File: src/rtl/stream_framer.sv
// stream_framer: pops FIFO words and frames them as {8'hA5,seq} header + PAYLOAD_LEN payload words.
// Define STREAM_FRAMER_CHECKSUM_EN to append an XOR-of-payload trailer; the output is one registered valid/ready slot.
module stream_framer #(
   parameter int WIDTH       = 32,
   parameter int PAYLOAD_LEN = 8
) (
   input  logic             clk,
   input  logic             rst,
   input  logic [WIDTH-1:0] in_data,
   input  logic             in_valid,
   output logic             in_deq,
   output logic [WIDTH-1:0] out_data,
   output logic             out_valid,
   input  logic             out_ready,
   output logic             out_sop,
   output logic             out_eop
);

   localparam logic [15:0]      LAST    = 16'(PAYLOAD_LEN - 1);
   localparam logic [WIDTH-9:0] SEQ_ONE = 1;

`ifdef STREAM_FRAMER_CHECKSUM_EN
   typedef enum logic [1:0] {IDLE = 2'd0, PAY = 2'd1, TRL = 2'd2} state_t;
   logic [WIDTH-1:0] csum;
`else
   typedef enum logic [1:0] {IDLE = 2'd0, PAY = 2'd1} state_t;
`endif

   state_t           state;
   logic [WIDTH-9:0] seq;
   logic [15:0]      cnt;
   logic             slot_free;

   assign slot_free = !out_valid || out_ready;
   // Gated by rst so a pop is never issued on the edge that discards the frame.
   assign in_deq    = !rst && (state == PAY) && in_valid && slot_free;

   always_ff @(posedge clk) begin
      if (rst) begin
         state     <= IDLE;
         seq       <= '0;
         cnt       <= '0;
         out_valid <= 1'b0;
         out_data  <= '0;
         out_sop   <= 1'b0;
         out_eop   <= 1'b0;
`ifdef STREAM_FRAMER_CHECKSUM_EN
         csum      <= '0;
`endif
      end else begin
         // A freed slot empties unless one of the loads below refills it.
         if (slot_free) out_valid <= 1'b0;
         case (state)
            IDLE: begin
               if (in_valid && slot_free) begin
                  out_valid <= 1'b1;
                  out_data  <= {8'hA5, seq};
                  out_sop   <= 1'b1;
                  out_eop   <= 1'b0;
                  seq       <= seq + SEQ_ONE;
                  cnt       <= '0;
`ifdef STREAM_FRAMER_CHECKSUM_EN
                  csum      <= '0;
`endif
                  state     <= PAY;
               end
            end
            PAY: begin
               if (in_deq) begin
                  out_valid <= 1'b1;
                  out_data  <= in_data;
                  out_sop   <= 1'b0;
                  cnt       <= cnt + 16'd1;
`ifdef STREAM_FRAMER_CHECKSUM_EN
                  csum      <= csum ^ in_data;
                  out_eop   <= 1'b0;
                  if (cnt == LAST) state <= TRL;
`else
                  out_eop   <= (cnt == LAST);
                  if (cnt == LAST) state <= IDLE;
`endif
               end
            end
`ifdef STREAM_FRAMER_CHECKSUM_EN
            TRL: begin
               if (slot_free) begin
                  out_valid <= 1'b1;
                  out_data  <= csum;
                  out_sop   <= 1'b0;
                  out_eop   <= 1'b1;
                  state     <= IDLE;
               end
            end
`endif
            default: state <= IDLE;
         endcase
      end
   end

endmodule

File: config.mk
export PLATFORM = sky130hd
export DESIGN_NAME = stream_framer
export DESIGN_NICKNAME = d
export VERILOG_FILES = /design/src/rtl/stream_framer.sv
export SDC_FILE = /design/constraint.sdc
export NUM_CORES = 1
export LEC_CHECK = 0
export ABC_CLOCK_PERIOD_IN_PS = 5210
export CORE_MARGIN = 3
export CORE_UTILIZATION = 40
export CTS_CLUSTER_DIAMETER = 30
export DETAILED_ROUTE_END_ITERATION = 12
export GPL_TIMING_DRIVEN = 0
export PLACE_DENSITY = 0.71
export SYNTH_ARGS = -nofsm -noshare
export SYNTH_HDL_FRONTEND = slang
export SYNTH_SLANG_ARGS = --single-unit
File: constraint.sdc
create_clock -name clk -period 5.21 [get_ports clk]
set_clock_uncertainty 0.2 [all_clocks]
set_input_delay 1.563 -clock clk [delete_from_list [all_inputs] [get_ports clk]]
set_output_delay 1.563 -clock clk [all_outputs]
set_load 0.01 [all_outputs]
==> flow_summary_export.csv, run 1 <==
group,metric,value,unit
status,status,"finished, final reports clean",
yosys,synth_edf_count,0,
cts,post-cts-setup-buffers,0,
critical_path,cpMostUsedCell,"clkdlybuf4s50_1",
cts,cts_buffers,9,
detailed_routing,drt-total-wl,8.81,mm
critical_path,critPathMaxFanout,7,
yosys,yosysTopAreaCellShare,0.432,
die,rows,33,
detailed_routing,num_vias,3262,
detailed_routing,vias_per_cell,5.56,
power_and_ir_drop,leakage,1.61,nW
critical_path,worstPathArrival,3390,ps
layout,most-common-layout-cells,"dfxtp_1, clkdlybuf4s50_1, nor2_1, mux2i_1, a21oi_1",
cts,cts.path.max_buffers,2,
layout,multi_input_area,0.00185,mm2
critical_path,cp-end-kind,"output pin",
cts,cts_tree,"yes",
die,initial_utilization,0.421,
layout,final_cell_area,0.00460,mm2
detailed_routing,drt_iter0_markers,185,
sta,slew-limit-headroom,0.661,
yosys,yosysTopAreaCell,"dfxtp_1",
critical_path,r2r_slack,3220,ps
detailed_routing,final_antenna_net_count,0,
critical_path,critical_path_required,3450,ps
power_and_ir_drop,p_seq_frac,0.465,
die,core_area,0.00838,mm2
cts,cts.sinks,76,
sta,worstMarginPinSlew,508,ps
layout,diodes,0,
cts,holdBufCountCts,0,
cts,root_buffer,"clkbuf_8",
place,place_area,0.00436,mm2
yosys,syn_nets,434,
sta,final_max_slew_viol_count,0,
detailed_routing,drcViolationCount,0,
critical_path,slowest_delay,630,ps
power_and_ir_drop,swShare,0.238,
place,port_buffers,70,
layout,area_growth,30.4,%
yosys,synth_ff_type,"dfxtp_1",
sta,finalCriticalPeriod,5150,ps
layout,nNetsFinal,515,
yosys,synth_cells,396,
place,dp_hpwl,6.34,mm
power_and_ir_drop,p_switching,0.313,mW
sta,finalSetupViolCount,0,
die,dieArea,0.00998,mm2
cts,path_clk_slew,80,ps
yosys,synth_area_leaders,"dfxtp_1, mux2i_1, a211oi_1, a21oi_1, nor2_1",
global_route,grt_pass1_wl,14.5,mm
sta,hold_violations,0,
detailed_routing,wl_per_cell,15.0,um
yosys,postSynthAreaPerCell,8.90,um2
die,die_y,99.9,um
yosys,yosysSeqAreaShare,0.432,
sta,rsz0062_at_grt,"false",
yosys,synth_area,0.00353,mm2
power_and_ir_drop,p_per_area,287,mW/mm2
yosys,synthArstFlopShare,0,
global_route,grt_pass1_vias,2998,
critical_path,worstSetupPathType,"in -> out",
power_and_ir_drop,pwr-share-comb,0.126,
layout,final_common_cell,"dfxtp_1",
sta,setup-tns-final,0,ps
job,maxCapViolCount,0,
critical_path,start_kind,"input pin",
detailed_routing,drt-pass1-iter-count,4,
power_and_ir_drop,internal_power,1.00,mW
power_and_ir_drop,ir_worst_vdd,0.172,mV
die,chipWidth,99.9,um
layout,n_fill_cell,755,
cts,ctsResizeCount,0,
layout,drive_gt1_frac,0.0830,
critical_path,path_cells,"clkdlybuf4s50_1 > nor2b_1 > clkbuf_1 > nor3_2 > clkdlybuf4s50_1",
power_and_ir_drop,clock_power_share,0.409,
global_route,track_usage,0.178,
yosys,ys_ff_latch,76,
die,ios,72,
sta,fin_crit_sh,0.988,
yosys,synth.distinct_cells,49,
global_route,gr-total-overflow,0,
layout,regArea,0.00152,mm2
global_route,antenna_found_initial,0,
critical_path,slowest_stage,"clkdlybuf4s50_1",
cts,h-tree-depth,3,
hold_path,hold_class,"reg -> reg",
global_route,grt_start_max_net_pins,14,
place,gp_congestion,0.844,
sta,clock.fmax,194,MHz
yosys,yosys_warnings,0,
cts,clk_latency,350,ps
path summary, 6_finish.rpt:
check | start | to | cells after the start
setup reg to reg | out_valid | out_data[11] | 6
setup / recovery | out_ready | in_deq | 5
hold / removal | out_data[25] | out_data[25] | 2
hold reg to reg | out_data[25] | out_data[25] | 2
layer usage:
metal,vias to the layer above,share of wire,GRT usage
met5,-,0,0
met4,0,0.0058,0.0557
met3,5,0.059,0.0368
met2,93,0.45,0.275
met1,1533,0.48,0.249
li1,1631,-,-
cell type report:
type,instances,share of cell area
inverters,10,0.00817
flip-flops and latches,76,0.331
repair buffers,70,0.152
multi-input cells,285,0.402
clock inverters,6,0.0242
well taps,105,0.0286
plain buffers,25,0.0261
clock buffers,10,0.0278
synth_stat cells (3+ instances only):
cell type and count:
a211oi_1 24, a21oi_1 31, a31oi_1 3, buf_2 9, clkbuf_1 12, dfxtp_1 76
inv_1 8, mux2i_1 32, nand2_1 27, nand3_1 17, nand3b_1 5, nand4_1 16
nor2_1 39, nor3_1 7, nor4_1 3, o21ai_0 13, o31ai_1 8, o32ai_1 5
or3_1 9, or4_1 9, xor2_1 6
power groups by stage:
| stage | registers [mW] | logic [mW] | clock network, mW |
|---|---|---|---|
| CTS | 0.613 | 0.167 | 0.554 |
| floorplan | 0.634 | 0.0733 | 0 |
| global route | 0.616 | 0.181 | 0.577 |
| finish | 0.613 | 0.166 | 0.539 |
| detailed placement | 0.627 | 0.166 | 0 |
| global placement | 0.626 | 0.164 | 0 |
logic make-up after synthesis:
logic type,synth area share
flops,0.432
fa+ha+maj,0.00710
compound gates,0.155
simple gates,0.250
buf+inv,0.0447
mux,0.0940
xor+xnor,0.0174
critical path: cells and delay by family:
| family | cells | cell delay, ps |
|---|---|---|
| buf+inv | 3 | 1320 |
| simple gates | 2 | 490 |
stage by stage:
stage,cells,setup WS [ps],util,hold slack [ps],power [mW]
finish,587,61.6,0.548,252,1.32
detailed placement,571,73.2,0.520,243,0.793
global route,587,16.2,0.548,273,1.37
global placement,571,64.3,0.520,237,0.790
CTS,587,63.3,0.548,256,1.33
floorplan,396,1190,-,249,0.707
flip-flops by register name, summed over array words and instances, names as in the netlist:
register,count
state,1
out_valid,1
out_sop,1
cnt,16
out_eop,1
out_data,32
seq,24
Note: power is estimated with default switching activity, not from simulation.
==> run 2, diff against run 1 <==
--- a/config.mk
+++ b/config.mk
@@ -6,12 +6,12 @@
 export NUM_CORES = 1
 export LEC_CHECK = 0
 export ABC_CLOCK_PERIOD_IN_PS = 5210
-export CORE_MARGIN = 3
+export CORE_MARGIN = 1
 export CORE_UTILIZATION = 40
 export CTS_CLUSTER_DIAMETER = 30
 export DETAILED_ROUTE_END_ITERATION = 12
 export GPL_TIMING_DRIVEN = 0
-export PLACE_DENSITY = 0.71
+export PLACE_DENSITY = 0.68
 export SYNTH_ARGS = -nofsm -noshare
 export SYNTH_HDL_FRONTEND = slang
 export SYNTH_SLANG_ARGS = --single-unit
==> run 2 against run 1 <==
Effect of this change: critical path depth stayed put; core utilization is 0.27 points lower; sequential power hardly changed; die area is 7.8% lower; first-iteration DRC count is 21% lower; sequential share of layout area is 0.16 points higher; setup slack better by 100 ps; flip-flop and latch count stayed put; final area is 0.49% lower; highest routed layer unchanged.
==> flow_summary_export.csv, run 2 (synthesis gave the netlist of run 1 again) <==
group,metric,value,unit
power_and_ir_drop,p_per_area,274,mW/mm2
place,post-place-ws,72.3,ps
sta,finalSetupViolCount,0,
die,initial_utilization,0.421,
power_and_ir_drop,swShare,0.254,
layout,most-common-layout-cells,"dfxtp_1, clkdlybuf4s50_1, nor2_1, mux2i_1, a21oi_1",
global_route,antenna_found_initial,0,
critical_path,start_kind,"input pin",
cts,cts.sinks,76,
power_and_ir_drop,internal_power,0.934,mW
sta,setup-tns-final,0,ps
detailed_routing,drt-pass1-iter-count,4,
critical_path,slowest_stage,"clkdlybuf4s50_1",
power_and_ir_drop,pwr-share-comb,0.133,
power_and_ir_drop,p_seq_frac,0.489,
place,place_area,0.00436,mm2
layout,n_fill_cell,776,
layout,largest_register_ffs,32,
detailed_routing,drt-total-wl,9.02,mm
critical_path,worstSetupPathType,"in -> out",
global_route,track_usage,0.205,
critical_path,critical_path_required,3450,ps
place,dp.cells,571,
power_and_ir_drop,ir_worst_vdd,0.171,mV
layout,drive_gt1_frac,0.0851,
layout,top_regs,"out_data x32, seq x24, cnt x16",
die,ios,72,
critical_path,regToRegEndpoint,"cnt[13]",
critical_path,crit_family,"buffers and inverters",
cts,cts.path.max_buffers,2,
power_and_ir_drop,p_switching,0.319,mW
detailed_routing,wl_per_cell,15.4,um
layout,finalNonFillerCells,587,
detailed_routing,vias_per_cell,5.59,
sta,rsz0062_at_grt,"false",
detailed_routing,num_vias,3284,
cts,root_buffer,"clkbuf_8",
cts,clk_latency,350,ps
global_route,grt_pass1_wl,14.4,mm
cts,path_clk_slew,80,ps
sta,clock.fmax,198,MHz
cts,h-tree-depth,3,
critical_path,cp-end-kind,"output pin",
die,dieArea,0.00919,mm2
hold_path,min_to,"out_data[25]",
place,gp_congestion,0.830,
sta,worstMarginPinSlew,624,ps
layout,final_common_cell,"dfxtp_1",
global_route,grt_pass1_vias,3035,
cts,cts_buffers,9,
job,maxCapViolCount,0,
layout,area_growth,29.7,%
sta,hold_slack,260,ps
critical_path,r2r_start,"out_valid",
power_and_ir_drop,p_total,1.25,mW
critical_path,slowest_delay,600,ps
cts,cts_tree,"yes",
critical_path,path_cells,"clkdlybuf4s50_1 > nor2b_1 > clkbuf_1 > nor3_4 > clkdlybuf4s50_1",
place,port_buffers,70,
critical_path,worstPathArrival,3280,ps
critical_path,r2r_slack,3190,ps
sta,slew-limit-headroom,0.584,
die,die_y,95.9,um
detailed_routing,drt_iter0_markers,146,
die,chipWidth,95.9,um
status,status,"finished, final reports clean",
sta,finalCriticalPeriod,5050,ps
hold_path,hold_class,"reg -> reg",
sta,final.setup.worst_slack,164,ps
critical_path,cpMostUsedCell,"clkdlybuf4s50_1",
detailed_routing,final_antenna_net_count,0,
hold_path,hold_start,"out_data[25]",
die,rows,33,
place,dp_hpwl,6.47,mm
layout,fin_util,0.546,
layout,nNetsFinal,515,
global_route,grt_start_max_net_pins,14,
critical_path,critPathMaxFanout,7,
sta,hold_violations,0,
detailed_routing,drcViolationCount,0,
global_route,gr-total-overflow,0,
sta,final_max_slew_viol_count,0,
critical_path,rr_worst_depth,5,
layout,final_cell_area,0.00457,mm2
power_and_ir_drop,leakage,1.60,nW
layout,regMostFlops,"out_data",
sta,fin_crit_sh,0.969,
power_and_ir_drop,clock_power_share,0.378,
die,core_area,0.00838,mm2
layout,diodes,0,
hold_path,hold_depth,2,
critical_path,crit_buf_inv,3,
[run 2: cell count changes in the layout (fill, tap and decap cells not counted), sizes merged]
cell,delta
clkbuf,+1
clkinvlp,+1
bufinv,-2
[run 2: how the worst max path moves through the flow]
stage          slack (ps)  depth (start not counted)       from     end
6_report              160                          5  out_ready  in_deq
5_1_grt                60                          5  out_ready  in_deq
4_1_cts                70                          5  out_ready  in_deq
3_5_place_dp           70                          4   in_valid  in_deq
3_3_place_gp           50                          5  out_ready  in_deq
2_1_floorplan        1190                          3        rst  in_deq
[run 2: power groups by stage]
stage	Combinational (mW)	Clock [mW]	Sequential, mW
CTS	0.167	0.479	0.613
global placement	0.164	0	0.626
global route	0.182	0.506	0.615
finish	0.167	0.473	0.613
floorplan	0.0733	0	0.634
detailed placement	0.166	0	0.626
[run 2: area by class of cell]
type	instances	area (um2)	area share
clock buffers	11	151	0.0331
multi-input cells	285	1850	0.405
well taps	105	131	0.0287
clock inverters	5	58.8	0.0129
flip-flops and latches	76	1520	0.333
plain buffers	25	120	0.0263
inverters	10	37.5	0.00821
repair buffers	70	701	0.153
[run 2: metal layers]
| metal | part of all wire | track usage | up-vias | wire length (um) |
|---|---|---|---|---|
| met4 | 0.018 | 0.0858 | 0 | 166 |
| li1 | - | - | 1640 | - |
| met3 | 0.045 | 0.0427 | 12 | 402 |
| met2 | 0.46 | 0.324 | 86 | 4130 |
| met5 | 0 | 0 | - | 0 |
| met1 | 0.48 | 0.270 | 1546 | 4330 |
[run 2: worst min-delay path, stage by stage (launching register included)]
cell and delay [ps]:
dfxtp_1 320, nand2_1 50, a21oi_1 50
[run 2: what timing repair did]
item / in CTS / in global routing
buffers inserted: 0 / 0
hold buffers: 0 / 0
endpoints found under the setup margin: 0 / 1
gates resized for setup: 0 / 1
==> RTL change 1, RTL diff (settings of run 2) <==
Add a define of `STREAM_FRAMER_CHECKSUM_EN`.
--- a/src/rtl/stream_framer.sv
+++ b/src/rtl/stream_framer.sv
@@ -2,2 +2,4 @@
 // Define STREAM_FRAMER_CHECKSUM_EN to append an XOR-of-payload trailer; the output is one registered valid/ready slot.
+`define STREAM_FRAMER_CHECKSUM_EN
+
 module stream_framer #(
Check against the original RTL: not equivalent (Yosys sat finds a counterexample within 10 cycles, from zero or initial values and one cycle with rst high).
==> RTL change 1 against run 2 <==
Total power grew 140%. Count of clock-buffer cells in the layout shrank 1. Worst setup slack gained 0.0063 ns. Design area grew 45%. Combinational power grew to 7.1 times the old value. Routed wire length grew 69%. Die area grew 51%. Largest power group is now combinational cells. Via count grew 58%. Critical endpoint unchanged. Global-route usage grew 2.0 points. Area after synthesis grew 53%. Sequential cell count grew 33.
==> RTL change 1: results (changes against run 2) <==
maximum vdd ir drop 0.0002016 V (was 0.0001712 V); routability cong. 0.8404 (was 0.8299); Final nets 768 (was 515); Root Driver clkbuf_16 (was clkbuf_8); routed vias 5,200 (was 3,284); vias in the first global route 5,073 (was 3,035); Wirelength per Cell 16.85 um (was 15.37 um); DRT Wirelength 15.27 mm (was 9.023 mm); I/O Buffers 69 (was 70); sequential share of the synthesized area 0.4053 (was 0.4315); Filler cells 1,228 (was 776); DP Cell Count 891 (was 571); largest net degree at the start of global routing 20 (was 14); Synth area leaders dfxtp_1, mux2i_1, a21oi_1 (was dfxtp_1, mux2i_1, a211oi_1); initial drt markers 439 (was 146); Top Registers csum (32), out_data (32), seq (24) (was out_data (32), seq (24), cnt (16)); share of layout cells above drive strength 1 0.05068 (was 0.08506); DRT Pass-1 Iters 8 (was 4); syn_area_per_cell 8.334 um^2 (was 8.904 um^2); Hold Crit Start out_data[24] (was out_data[25]); post-DP HPWL 10.85 mm (was 6.466 mm); Syn Nets 689 (was 434); Total Routing Usage GR 0.2251 (was 0.2047); first-pass GRT wire length 25.33 mm (was 14.44 mm); FF-to-FF Start state[0] (was out_valid); Synth Flop Type dfxtp_1 (unchanged); beginning of the critical path out_ready (unchanged); P_leak 2.329 nW (was 1.596 nW); Max Root-Sink Buffers 2 (unchanged); setup slack after placement -0.7982 ns (was 0.07227 ns); Worst-path clk slew roughly 0.07 ns; Least-Margin Pin Slew 1.049 ns (was 0.6241 ns); most frequent cells after synthesis dfxtp_1, nand2_1, a21oi_1, o21ai_0, inv_1 (was dfxtp_1, nor2_1, mux2i_1, a21oi_1, nand2_1); status finished, final reports clean (unchanged); Synth cell types 39 (was 49); clk_lat worst skew 0.35 ns (about the same); Max FO, Critical Path 19 (was 7)
[RTL change 1: cell count changes in the layout (fill, tap and decap cells not counted), moves of 11 or more]
cell / delta
a21oi_1: +32
clkbuf_1: +30
dfxtp_1: +33
nand2_1: +46
a211oi_1: -24
a221o_1: +24
o211ai_1: +25
inv_1: +38
o31ai_1: +11
o21ai_0: +39
or3_1: +31
or4_1: +11
nor2_1: -31
[RTL change 1: final timing paths]
path / to / slack [ns] / cells past startpoint
setup / recovery: in_deq / 0.17 / 6
hold / removal: out_data[24] / 0.26 / 2
setup reg to reg: seq[9] / 2.38 / 7
hold reg to reg: out_data[24] / 0.26 / 2
[RTL change 1: critical path, stage by stage]
cell and delay, ns:
clkdlybuf4s50_1 0.49, nand2b_4 0.19, o2111ai_4 0.13, clkbuf_8 0.22
nor2_1 0.12, clkdlybuf4s50_1 0.55
[RTL change 1: layout make-up]
class,instances,area share
Timing Repair Buffer,70,0.1051
Clock inverter,6,0.01299
Clock buffer,10,0.03446
Sequential cell,109,0.3284
Multi-Input combinational cell,438,0.4261
Inverter,46,0.02598
Buffer,51,0.03389
Tap cell,176,0.03314
[RTL change 1: through the flow]
stage	power (W)	instance area [um^2]	util	setup TNS, ns
after floorplan	0.001788	5384	-	0
final	0.003002	6645	0.5038	0
after detailed placement	0.002246	6295	0.4772	-0.7982
after CTS	0.003002	6645	0.5038	0
after global routing	0.003159	6645	0.5038	0
after global placement	0.002213	6295	0.4772	-0.7615
[RTL change 1: logic make-up (layout without fill, tap and decap cells)]
logic type,Yosys count,after routing,synth area share
adder cells (fa/ha/maj),7,7,0.01627
buffers and inverters,99,183,0.07344
multiplexers,44,44,0.08227
AO/OA/AOI/OAI,190,190,0.2238
flip-flops,109,109,0.4053
AND/OR/NAND/NOR,194,194,0.1941
XOR/XNOR,3,3,0.004881
[RTL change 1: where the power goes]
group	internal, W	switching (W)
Clock	0.000422	0.000315
Combinational	0.000514	0.000673
Sequential	0.000984	0.0000944
[RTL change 1: per-layer routing]
layer / global-route usage / routed length [um]
met5: 0 / 0
met3: 0.03779 / 780
met1: 0.2909 / 7044
met4: 0.08654 / 276
met2: 0.3735 / 7166
[RTL change 1: repair_timing]
item                       CTS  global route
buffers inserted             1             0
gates resized for setup      7             0
setup endpoints to repair    1             0
==> RTL change 2, RTL diff (settings of run 2) <==
Without the edit above. Compare `cnt` against `LAST` with >= in place of ==.
--- a/src/rtl/stream_framer.sv
+++ b/src/rtl/stream_framer.sv
@@ -79,3 +79,3 @@
                   out_eop   <= (cnt == LAST);
-                  if (cnt == LAST) state <= IDLE;
+                  if (cnt >= LAST) state <= IDLE;
 `endif
Check against the original RTL: same outputs for any inputs over 10 cycles, from zero or initial values and one cycle with rst high; that may be too few to reach the edited logic, so the function may still have changed.
==> RTL change 2 against run 2 <==
Routed wire length increased by 7.2%. Die area increased by 2.3%. Fmax decreased by 1.0%. Worst setup slack got worse by 0.052 ns. Hold slack got worse by 0.0019 ns. First-iteration DRC count increased by 44%. Sequential power about the same. Sequential cell count unchanged. Synthesized cell count increased by 7.6%. Via count increased by 7.0%. Total power increased by 7.0%. Area after synthesis increased by 2.3%. Design area increased by 2.6%. Critical endpoint unchanged. Largest cell class unchanged.
==> RTL change 2: results (changes against run 2) <==
share of layout cells above drive strength 1 0.06055 (was 0.08506); post-DP HPWL 6.891 mm (was 6.466 mm); Post-CTS Setup Bufs 0 (unchanged); largest net degree at the start of global routing 14 (unchanged); Sw Pwr 0.0003227 W (was 0.0003185 W); capture point of the worst path in_deq (unchanged); DRT Pass-1 Iters 4 (unchanged); FF-to-FF Start out_valid (unchanged); Ys Warns 0 (unchanged); I/O Buffers 70 (unchanged); Synth cell types 42 (was 49); sequential share of the synthesized area 0.4218 (was 0.4315); Final nets 545 (was 515); Clock net power 0.000558 W (was 0.000473 W); Top Registers out_data (32), seq (24), cnt (16) (unchanged); Hold Crit Endpoint out_data[28] (was out_data[25]); routed vias 3,515 (was 3,284); routability cong. 0.8658 (was 0.8299); P_leak 1.522 nW (was 1.596 nW); Wirelength per Cell 15.60 um (was 15.37 um); metal3 WL 412 um (was 402 um); maximum vdd ir drop 0.0001633 V (was 0.0001712 V); clock network power share 0.416 (was 0.378); Worst-path clk slew 0.08 ns (about the same); first-pass GRT wire length 16.13 mm (was 14.44 mm); combinational power 0.000169 W; Max Root-Sink Buffers 2 (unchanged); reg2reg setup slack 2.78 ns (was 3.19 ns); Syn Nets 464 (was 434); cell taking the most area after synthesis dfxtp_1 (unchanged); ANT cells 0 (unchanged); vias in the first global route 3,339 (was 3,035); hold depth 2 (unchanged); WL met1 4.555 mm (was 4.328 mm); Resize count post-CTS 2 (was 0); most frequent cells after synthesis dfxtp_1, nor2_1, nand2_1, a21oi_1, clkbuf_1 (was dfxtp_1, nor2_1, mux2i_1, a21oi_1, nand2_1); Top Metal Used met4 (unchanged); Max FO, Critical Path 10 (was 7); met2 wire length 4.635 mm (was 4.125 mm); hold slack 0.2581 ns (was 0.2600 ns); r2r worst-path depth 6 (was 5); Synth area leaders dfxtp_1, mux2i_1, a211oi_1 (unchanged); Total Routing Usage GR 0.2083 (was 0.2047); status finished, final reports clean (unchanged); clock buffer count from CTS 9 (unchanged); clk_lat worst skew 0.35 ns (about the same); Slew Limit Fails 0 (unchanged); Slew headroom 0.5012 (was 0.5839); terminus of the critical flop-to-flop path out_data[31] (was cnt[13]); beginning of the critical path rst (was out_ready); initial antenna violation count 0 (unchanged); initial drt markers 210 (was 146); Root Driver clkbuf_8 (unchanged); Hold Crit Start out_data[28] (was out_data[25])
## RTL change 2: layout make-up
type                    instances  area, um^2
well taps                     108       135.1
inverters                       7       26.28
clock inverters                 6       111.4
repair buffers                 70       700.7
clock buffers                  10       137.6
flip-flops and latches         76        1521
plain buffers                  33       130.1
fillers                       822        4026
multi-input cells             310        1932
## RTL change 2: critical path, cell delays in order
cell and delay (ns):
clkdlybuf4s50_1 0.59, clkbuf_2 0.29, clkbuf_2 0.31, nor2_1 0.09
clkdlybuf4s50_1 0.49
## RTL change 2: through the flow
stage / setup slack [ns] / instance area (um^2) / TNS [ns] / cells
2_1_floorplan: 1.223 / 3607 / 0 / 426
3_3_place_gp: -0.1829 / 4443 / -0.1829 / 604
6_report: 0.1121 / 4695 / 0 / 620
4_1_cts: 0.1083 / 4695 / 0 / 620
5_1_grt: 0.03188 / 4695 / 0 / 620
3_5_place_dp: -0.2412 / 4443 / -0.2412 / 604
## RTL change 2: metal layers
| metal | up-vias | track usage |
|---|---|---|
| li1 | 1744 | - |
| met1 | 1684 | 0.2708 |
| met2 | 78 | 0.3462 |
| met3 | 9 | 0.04913 |
| met4 | 0 | 0.05396 |
| met5 | - | 0 |
## RTL change 2: cells by family (layout without fill, tap and decap cells)
| logic type | count (synthesis) | count (layout) | share of synthesized area |
|---|---|---|---|
| adder cells (fa/ha/maj) | 2 | 2 | 0.006936 |
| XOR/XNOR | 7 | 7 | 0.01700 |
| multiplexers | 32 | 32 | 0.09123 |
| AO/OA/AOI/OAI | 94 | 94 | 0.1648 |
| AND/OR/NAND/NOR | 175 | 175 | 0.2556 |
| flip-flops | 76 | 76 | 0.4218 |
| buffers and inverters | 40 | 126 | 0.04266 |
